### src/rtl/cmp_arb_pkg.sv
// cmp_arb_pkg: shared defaults, FSM encoding and miss-counter width for the compare arbiter.
package cmp_arb_pkg;
  localparam int NREQ_DEF  = 4;
  localparam int WIDTH_DEF = 6;
  localparam int MISS_W    = 8;
  typedef enum logic {EMPTY = 1'b0, FULL = 1'b1} state_e;
endpackage

### src/rtl/cmp_arb_eq.sv
// cmp_eq: WIDTH-bit combinational equality comparator with enable.
module cmp_eq
  import cmp_arb_pkg::*;
#(
  parameter int WIDTH = WIDTH_DEF
) (
  input  logic             en,
  input  logic [WIDTH-1:0] a,
  input  logic [WIDTH-1:0] b,
  output logic             eq
);
  assign eq = en & (a == b);
endmodule

### src/rtl/cmp_arb.sv
// cmp_arb: round-robin arbiter feeding a shared equality comparator with a one-entry result slot.
// Optional macro CMP_ARB_MISS_CNT_EN adds a saturating count of drained mismatches on miss_cnt.
module cmp_arb
  import cmp_arb_pkg::*;
#(
  parameter  int NREQ  = NREQ_DEF,
  parameter  int WIDTH = WIDTH_DEF,
  localparam int IDW   = $clog2(NREQ)
) (
  input  logic                  clk,
  input  logic                  reset_n,
  input  logic                  cmp_en,
  input  logic [NREQ-1:0]       req_valid,
  input  logic [NREQ*WIDTH-1:0] req_a,
  input  logic [NREQ*WIDTH-1:0] req_b,
  output logic [NREQ-1:0]       req_ready,
  output logic                  rsp_valid,
  input  logic                  rsp_ready,
  output logic [IDW-1:0]        rsp_id,
`ifdef CMP_ARB_MISS_CNT_EN
  output logic [MISS_W-1:0]     miss_cnt,
`endif
  output logic                  rsp_eq
);
  state_e                state_q, state_d;
  logic [IDW-1:0]        rr_ptr_q, rr_ptr_d, rsp_id_q, rsp_id_d, gnt_idx;
  logic                  rsp_eq_q, rsp_eq_d, found, grant, drain, eq;
  logic [2*NREQ-1:0]     dbl;
  logic [WIDTH-1:0]      a_sel, b_sel;
  int                    off;
  // Rotating the doubled request vector by rr_ptr turns the search into "lowest set bit".
  always_comb begin
    dbl   = {req_valid, req_valid} >> rr_ptr_q;
    found = 1'b0;
    off   = 0;
    for (int k = NREQ - 1; k >= 0; k--)
      if (dbl[k]) begin
        found = 1'b1;
        off   = k;
      end
    gnt_idx = IDW'((int'(rr_ptr_q) + off) % NREQ);
  end
  assign drain = (state_q == FULL) & rsp_ready;
  assign grant = found & cmp_en & reset_n & ((state_q == EMPTY) | rsp_ready);
  always_comb begin
    a_sel = '0;
    b_sel = '0;
    for (int k = 0; k < NREQ; k++) begin
      req_ready[k] = grant & (gnt_idx == IDW'(k));
      if (gnt_idx == IDW'(k)) begin
        a_sel = req_a[k*WIDTH +: WIDTH];
        b_sel = req_b[k*WIDTH +: WIDTH];
      end
    end
  end
  cmp_eq #(.WIDTH(WIDTH)) u_eq (.en(grant), .a(a_sel), .b(b_sel), .eq(eq));
  always_ff @(posedge clk or negedge reset_n)
    if (!reset_n) state_q <= EMPTY;
    else          state_q <= state_d;
  always_comb state_d = grant ? FULL : drain ? EMPTY : state_q;
  always_comb rsp_valid = (state_q == FULL);
  always_comb begin
    rr_ptr_d = grant ? IDW'((int'(gnt_idx) + 1) % NREQ) : rr_ptr_q;
    rsp_id_d = grant ? gnt_idx : rsp_id_q;
    rsp_eq_d = grant ? eq : rsp_eq_q;
  end
  always_ff @(posedge clk or negedge reset_n)
    if (!reset_n) begin
      rr_ptr_q <= '0;
      rsp_id_q <= '0;
      rsp_eq_q <= 1'b0;
    end else begin
      rr_ptr_q <= rr_ptr_d;
      rsp_id_q <= rsp_id_d;
      rsp_eq_q <= rsp_eq_d;
    end
  assign rsp_id = rsp_id_q;
  assign rsp_eq = rsp_eq_q;
`ifdef CMP_ARB_MISS_CNT_EN
  logic [MISS_W-1:0] miss_q, miss_d;
  always_comb miss_d = (drain & ~rsp_eq_q & ~&miss_q) ? miss_q + 1'b1 : miss_q;
  always_ff @(posedge clk or negedge reset_n)
    if (!reset_n) miss_q <= '0;
    else          miss_q <= miss_d;
  assign miss_cnt = miss_q;
`endif
endmodule

### config.mk
export PLATFORM = sky130hd
export DESIGN_NAME = cmp_arb
export DESIGN_NICKNAME = d
export VERILOG_FILES = /design/src/rtl/cmp_arb_pkg.sv /design/src/rtl/cmp_arb_eq.sv /design/src/rtl/cmp_arb.sv
export SDC_FILE = /design/constraint.sdc
export NUM_CORES = 1
export LEC_CHECK = 0
export BUFFER_PORTS_ARGS = -buffer_cell sky130_fd_sc_hd__buf_4
export CAP_MARGIN = 20
export CORE_MARGIN = 2
export CORE_UTILIZATION = 42
export CTS_CLUSTER_SIZE = 12
export DETAILED_ROUTE_END_ITERATION = 10
export HOLD_SLACK_MARGIN = 0.15
export PLACE_DENSITY = 0.8
export REMOVE_ABC_BUFFERS = 1
export SYNTH_ARGS = -nofsm -noshare
export SYNTH_HDL_FRONTEND = slang
export SYNTH_HIERARCHICAL = 1
export SYNTH_SLANG_ARGS = --single-unit
### constraint.sdc
create_clock -name clk -period 3.81 [get_ports clk]
set_input_delay 0.1905 -clock clk [delete_from_list [all_inputs] [get_ports clk]]
set_output_delay 0.1905 -clock clk [all_outputs]
set_load 0.005 [all_outputs]
==> results of run 1 <==
[worst reg2reg max path, stage by stage (launching register included)]
cell and delay [ns]:
dfrtp_2 0.46, nand2b_1 0.15, o22ai_1 0.07, o21ai_0 0.16, o221ai_1 0.15, ha_1 0.21
xnor2_1 0.13, and4_1 0.18, or2_2 0.29, ha_1 0.28, buf_4 0.20, nand3b_1 0.15
a21oi_1 0.15, a21oi_1 0.06, o21ai_0 0.23, xnor2_1 0.14, nand4_1 0.13, nor4_2 0.17
mux2_4 0.18
[state kept, by name (all words and copies together), names as in the netlist]
name       count
rr_ptr_q       2
rsp_id         2
rsp_valid      1
rsp_eq         1
[per-layer routing]
metal | routed length (µm) | share of wire | vias to the layer above | global-route usage
li1 | - | - | 582 | -
met1 | 1150 | 0.39 | 536 | 0.227
met2 | 1570 | 0.53 | 42 | 0.422
met3 | 220 | 0.074 | 5 | 0.0517
met4 | 26 | 0.0087 | 0 | 0.0658
met5 | 0 | 0 | - | 0
[cell type report]
type | count | area (µm²) | share of cell area
multi-input cells | 107 | 751 | 0.510
inverters | 2 | 7.51 | 0.00510
clock buffers | 3 | 22.5 | 0.0153
repair buffers | 67 | 505 | 0.343
flip-flops and latches | 6 | 151 | 0.103
well taps | 28 | 35.0 | 0.0238
[per-stage QoR]
stage | cells | total power, µW | area, µm² | hold slack, ns
after floorplan | 115 | 1120 | 908 | -0.105
after global routing | 213 | 1680 | 1470 | 0.206
after global placement | 209 | 1440 | 1440 | 0.00766
after CTS | 213 | 1540 | 1470 | 0.175
final | 213 | 1530 | 1470 | 0.184
after detailed placement | 209 | 1470 | 1440 | 0.0101
[how the worst max path moves through the flow]
| stage | from | end | slack [ns] | depth (start not counted) |
|---|---|---|---|---|
| after detailed placement | rr_ptr_q[0] | rsp_eq | 0.15 | 18 |
| after global placement | rr_ptr_q[0] | rsp_eq | 0.43 | 16 |
| after CTS | rr_ptr_q[0] | rsp_eq | 0.15 | 18 |
| after floorplan | rr_ptr_q[0] | rsp_eq | 0.35 | 15 |
| final | rr_ptr_q[0] | rsp_eq | 0.26 | 18 |
| after global routing | rr_ptr_q[0] | rsp_eq | 0.01 | 18 |
[kinds of logic after synthesis]
logic type / count (synthesis) / share of synthesized area
adder cells (fa/ha/maj): 5 / 0.0651
XOR/XNOR: 7 / 0.0638
flip-flops: 6 / 0.156
multiplexers: 4 / 0.0495
buffers and inverters: 12 / 0.0625
AND/OR/NAND/NOR: 56 / 0.336
AO/OA/AOI/OAI: 35 / 0.267
[where the power goes]
part / switching, µW / internal, µW
Sequential: 34.4 / 89.9
Combinational: 709 / 640
Clock: 25.5 / 35.8
Total: 769 / 766
[Yosys cell counts, types with 3 or more instances]
cell      instances
and2_1            4
xor2_1            3
clkbuf_1          8
a221oi_1         11
nor2_1            4
xnor2_1           4
nand2_1          17
o21ai_0           5
o31ai_1          12
ha_1              5
nor2b_1          13
dfrtp_1           6
a21oi_1           3
nand2b_1          4
[what timing repair did]
item | 4_1_cts | 5_1_grt
hold endpoints to repair | 6 | 0
setup endpoints to repair | 0 | 1
hold buffers | 1 | 0
gates resized for setup | 0 | 1
==> results.ini, run 1 <==
[status]
outcome=complete, no violations

[grt]
antenna_found_initial=0
track_usage=0.218
grt_max_degree=26
grt_pass1_wl_mm=4.49
grt_overflow=0
grt_pass1_vias=1079

[yosys]
yosysUniqueCellTypes=35
ys_seq_elements=6
async_flop_share=1.00
synth_cells=125
yosysWarnings=6
yosys.area.top_type_share=0.156
avgSynthCellArea_um2=7.69
synth_top_flop_cell=dfrtp_1
yosys-top-cells-area=dfrtp_1, a221oi_1, o31ai_1
synth-edff-count=0
syn-cell-area_um2=961
synth_top_cell_by_area=dfrtp_1
ys_seq_area_frac=0.156

[layout]
layout_common_cells=buf_4, nand2_1, nor2b_1
final_common_cell=buf_4
nNetsFinal=248
finish.utilization=0.672
layout-drive-gt1-share=0.416
diodes=0
areaGrowthSynthToFinish_pct=53.3
fillers=186

[clock_network]
cts.sinks=6
post_cts_buffers=0
cts_root_buf=clkbuf_4
path_clk_slew_ns=0.05
cts_buffers=3
cts_tree=yes
htreeDepth=1
clock_path_buffers=2
clock_latency_ns=0.25

[route]
wl_per_cell_um=14.0
dr.pass1.iters=4
drtIter0Drc=19
ant_nets=0
drc_errors=0
vias_per_cell=5.47
routed_wl_mm=2.97
vias=1165

[sta]
period_share=0.932
max_freq_ghz=0.282
maxSlewViolCount=0
period_needed_ns=3.55
setup_ws_ns=0.261
final-setup-viol-count=0
setup_tns_ns=0
rsz0062_at_grt=no
finalClockSkew_ns=0.00119
relSlewSlack=0.539
worst_pin_slew_ns=0.692
hold_viol=0

[power]
p_leak_uw=0.000680
ir_drop_v=0.000758
power_density_nw_per_um2=1040

[worst_setup_path]
required_ns=4.00
r2r_slack_ns=0.26
rr_startpoint=rr_ptr_q[0]
cp-start-kind=flop
cp-end-kind=flop
critical_path_arrival_ns=3.74
path_buf_inv=1
r2r_cells=18
cpLargestDelayFamily=simple AND/OR/NAND/NOR gates
crit_path_cell_trace=nand2b_1 -> o22ai_1 -> o21ai_0 -> o221ai_1 -> ha_1 -> xnor2_1 -> and4_1 -> or2_2 -> ha_1 -> buf_4 -> nand3b_1 -> a21oi_1 -> a21oi_1 -> o21ai_0 -> xnor2_1 -> nand4_1 -> nor4_2 -> mux2_4
cp_slowest_cell=dfrtp_2
max_stage_delay_ns=0.46
criticalPathCategory=flop to flop
reg2reg_to=rsp_eq
path_max_fanout=12

[floorplanning]
start_util=0.439
rows=17
pin_count=64
chipHeight_um=51.8
die-area_um2=2690
placeableCoreArea_um2=2190
die_w_um=51.8

[hold_path]
min_path_type=input port to flop
hold_start=cmp_en
hold_end=rsp_valid
hold_depth=3

[placed_design]
dp_slack_ns=0.155
io_buffers=63
dpl.hpwl_mm=2.45
routabilityCongestion=0.734

[job]
maxCapViolations=0

Note: power is estimated with default switching activity, not from simulation.
==> inputs of run 2 (changes only) <==
--- a/config.mk
+++ b/config.mk
@@ -7,6 +7,7 @@
 export LEC_CHECK = 0
 export BUFFER_PORTS_ARGS = -buffer_cell sky130_fd_sc_hd__buf_4
 export CAP_MARGIN = 20
+export CORE_ASPECT_RATIO = 0.75
 export CORE_MARGIN = 2
 export CORE_UTILIZATION = 42
 export CTS_CLUSTER_SIZE = 12
==> run 2 against run 1 <==
  * Register-to-register slack better by 0.06 ns
  * Critical endpoint unchanged
  * Power hardly changed
  * Largest power group unchanged
  * Non-clock buffer count is 1 lower
==> results.ini, run 2 (same netlist as run 1, synthesis figures left out) <==
[status]
outcome=complete, no violations

[sta]
maxSlewViolCount=0
rsz0062_at_grt=no
finalClockSkew_ns=0.00297
hold_viol=0
period_share=0.915
period_needed_ns=3.48
setup_tns_ns=0
worst_pin_slew_ns=0.725
final-setup-viol-count=0
max_freq_ghz=0.287
relSlewSlack=0.517

[floorplanning]
die-area_um2=2690
rows=14
start_util=0.461
chipHeight_um=45.4
die_w_um=59.2
placeableCoreArea_um2=2080
pin_count=64

[worst_setup_path]
cp-end-kind=flop
critical_path_arrival_ns=3.67
max_stage_delay_ns=0.46
path_buf_inv=1
cp_slowest_cell=dfrtp_2
path_max_fanout=15
criticalPathCategory=flop to flop
cpLargestDelayFamily=simple AND/OR/NAND/NOR gates
required_ns=3.99
crit_top_cell=xnor2_1
cp-start-kind=flop
crit_path_cell_trace=nand2b_1 -> o22ai_1 -> o21ai_0 -> o221ai_1 -> ha_1 -> xnor2_1 -> and4_1 -> or2_2 -> ha_2 -> nor2b_1 -> buf_4 -> a221oi_1 -> o31ai_1 -> xnor2_1 -> nand4_1 -> nor4_2 -> mux2_4

[route]
drtIter0Drc=57
routed_wl_mm=2.98
vias_per_cell=5.59
dr.pass1.iters=4
ant_nets=0
drc_errors=0
vias=1162
wl_per_cell_um=14.3

[grt]
grt_pass1_wl_mm=4.60
antenna_found_initial=0
grt_pass1_vias=1077
grt_max_degree=26
grt_overflow=0
track_usage=0.226

[hold_path]
min_path_type=input port to flop

[clock_network]
htreeDepth=1
clock_latency_ns=0.24
cts.sinks=6
cts_buffers=3
clock_path_buffers=2
cts_root_buf=clkbuf_4
cts_tree=yes
post_cts_buffers=0
path_clk_slew_ns=0.04

[power]
p_leak_uw=0.000674
ir_drop_v=0.000690
power_density_nw_per_um2=1050

[layout]
layout_common_cells=buf_4, nand2_1, nor2b_1
final_common_cell=buf_4
stdcell_area_um2=1460
diodes=0
fillers=156
nNetsFinal=247
layout-drive-gt1-share=0.418
areaGrowthSynthToFinish_pct=52.2

[placed_design]
io_buffers=63
routabilityCongestion=0.828
dpl.hpwl_mm=2.42
placed_area_um2=1430

[job]
maxCapViolations=0

run 2: cell count changes in the layout (fill, tap and decap cells not counted), sizes merged:
| cell | change |
|---|---|
| buf | -1 |
run 2: per-layer routing:
layer  vias to the layer above  part of all wire  wire (µm)  track usage
li1                        583                 -          -            -
met1                       521              0.44       1300        0.282
met2                        54              0.49       1460        0.387
met3                         4             0.062        186       0.0597
met4                         0             0.013         38       0.0636
met5                         -                 0          0            0
run 2: final timing paths:
kind                                   from     endpoint  slack (ns)  cells after the start
min in group asynchronous           reset_n  rr_ptr_q[1]        0.30                      2
worst min-delay path                 cmp_en    rsp_valid        0.19                      3
worst min register to register    rsp_id[1]    rsp_id[1]        0.49                      2
worst max register to register  rr_ptr_q[0]       rsp_eq        0.33                     17
max in group asynchronous           reset_n  rr_ptr_q[0]        3.37                      2
worst max-delay path            rr_ptr_q[0]       rsp_eq        0.33                     17
run 2: through the flow:
| stage | worst slack [ns] | hold slack (ns) | utilization | instances | total power [µW] |
|---|---|---|---|---|---|
| after floorplan | 0.349 | -0.105 | - | 115 | 1120 |
| after global placement | 0.338 | 0.00965 | 0.684 | 204 | 1390 |
| after detailed placement | 0.177 | 0.0101 | 0.684 | 204 | 1450 |
| after CTS | 0.161 | 0.185 | 0.700 | 208 | 1520 |
| after global routing | 0.0278 | 0.202 | 0.702 | 208 | 1670 |
| final | 0.326 | 0.187 | 0.702 | 208 | 1530 |
run 2: worst reg2reg max path: cells and delay by family, from the launching register on:
family | cells | cell delay [ns]
AOI/OAI and AO/OA | 5 | 0.78
xor gates and xnor gates | 2 | 0.39
adders and majority gates | 2 | 0.54
buffers and inverters | 1 | 0.18
DFF | 1 | 0.46
muxes | 1 | 0.17
and+or+nand+nor | 6 | 0.88
run 2: timing repair:
item,CTS,global route
hold buffers,1,0
gates resized for setup,0,2
endpoints found under the hold margin,6,0
endpoints found under the setup margin,0,1
run 2: where the power goes:
part	internal [µW]	leakage [µW]	switching (µW)	total [µW]
Combinational	625	0.000587	726	1350
Clock	35.6	0.0000138	21.8	57.3
Sequential	89.9	0.0000723	35.0	125
Total	751	0.000674	783	1530
run 2: layout make-up:
| cell class | count | area (µm²) | share of cell area |
|---|---|---|---|
| clock buffers | 3 | 22.5 | 0.0154 |
| flip-flops and latches | 6 | 151 | 0.104 |
| multi-input cells | 107 | 753 | 0.515 |
| repair buffers | 66 | 498 | 0.340 |
| inverters | 2 | 7.51 | 0.00513 |
| well taps | 24 | 30.0 | 0.0205 |
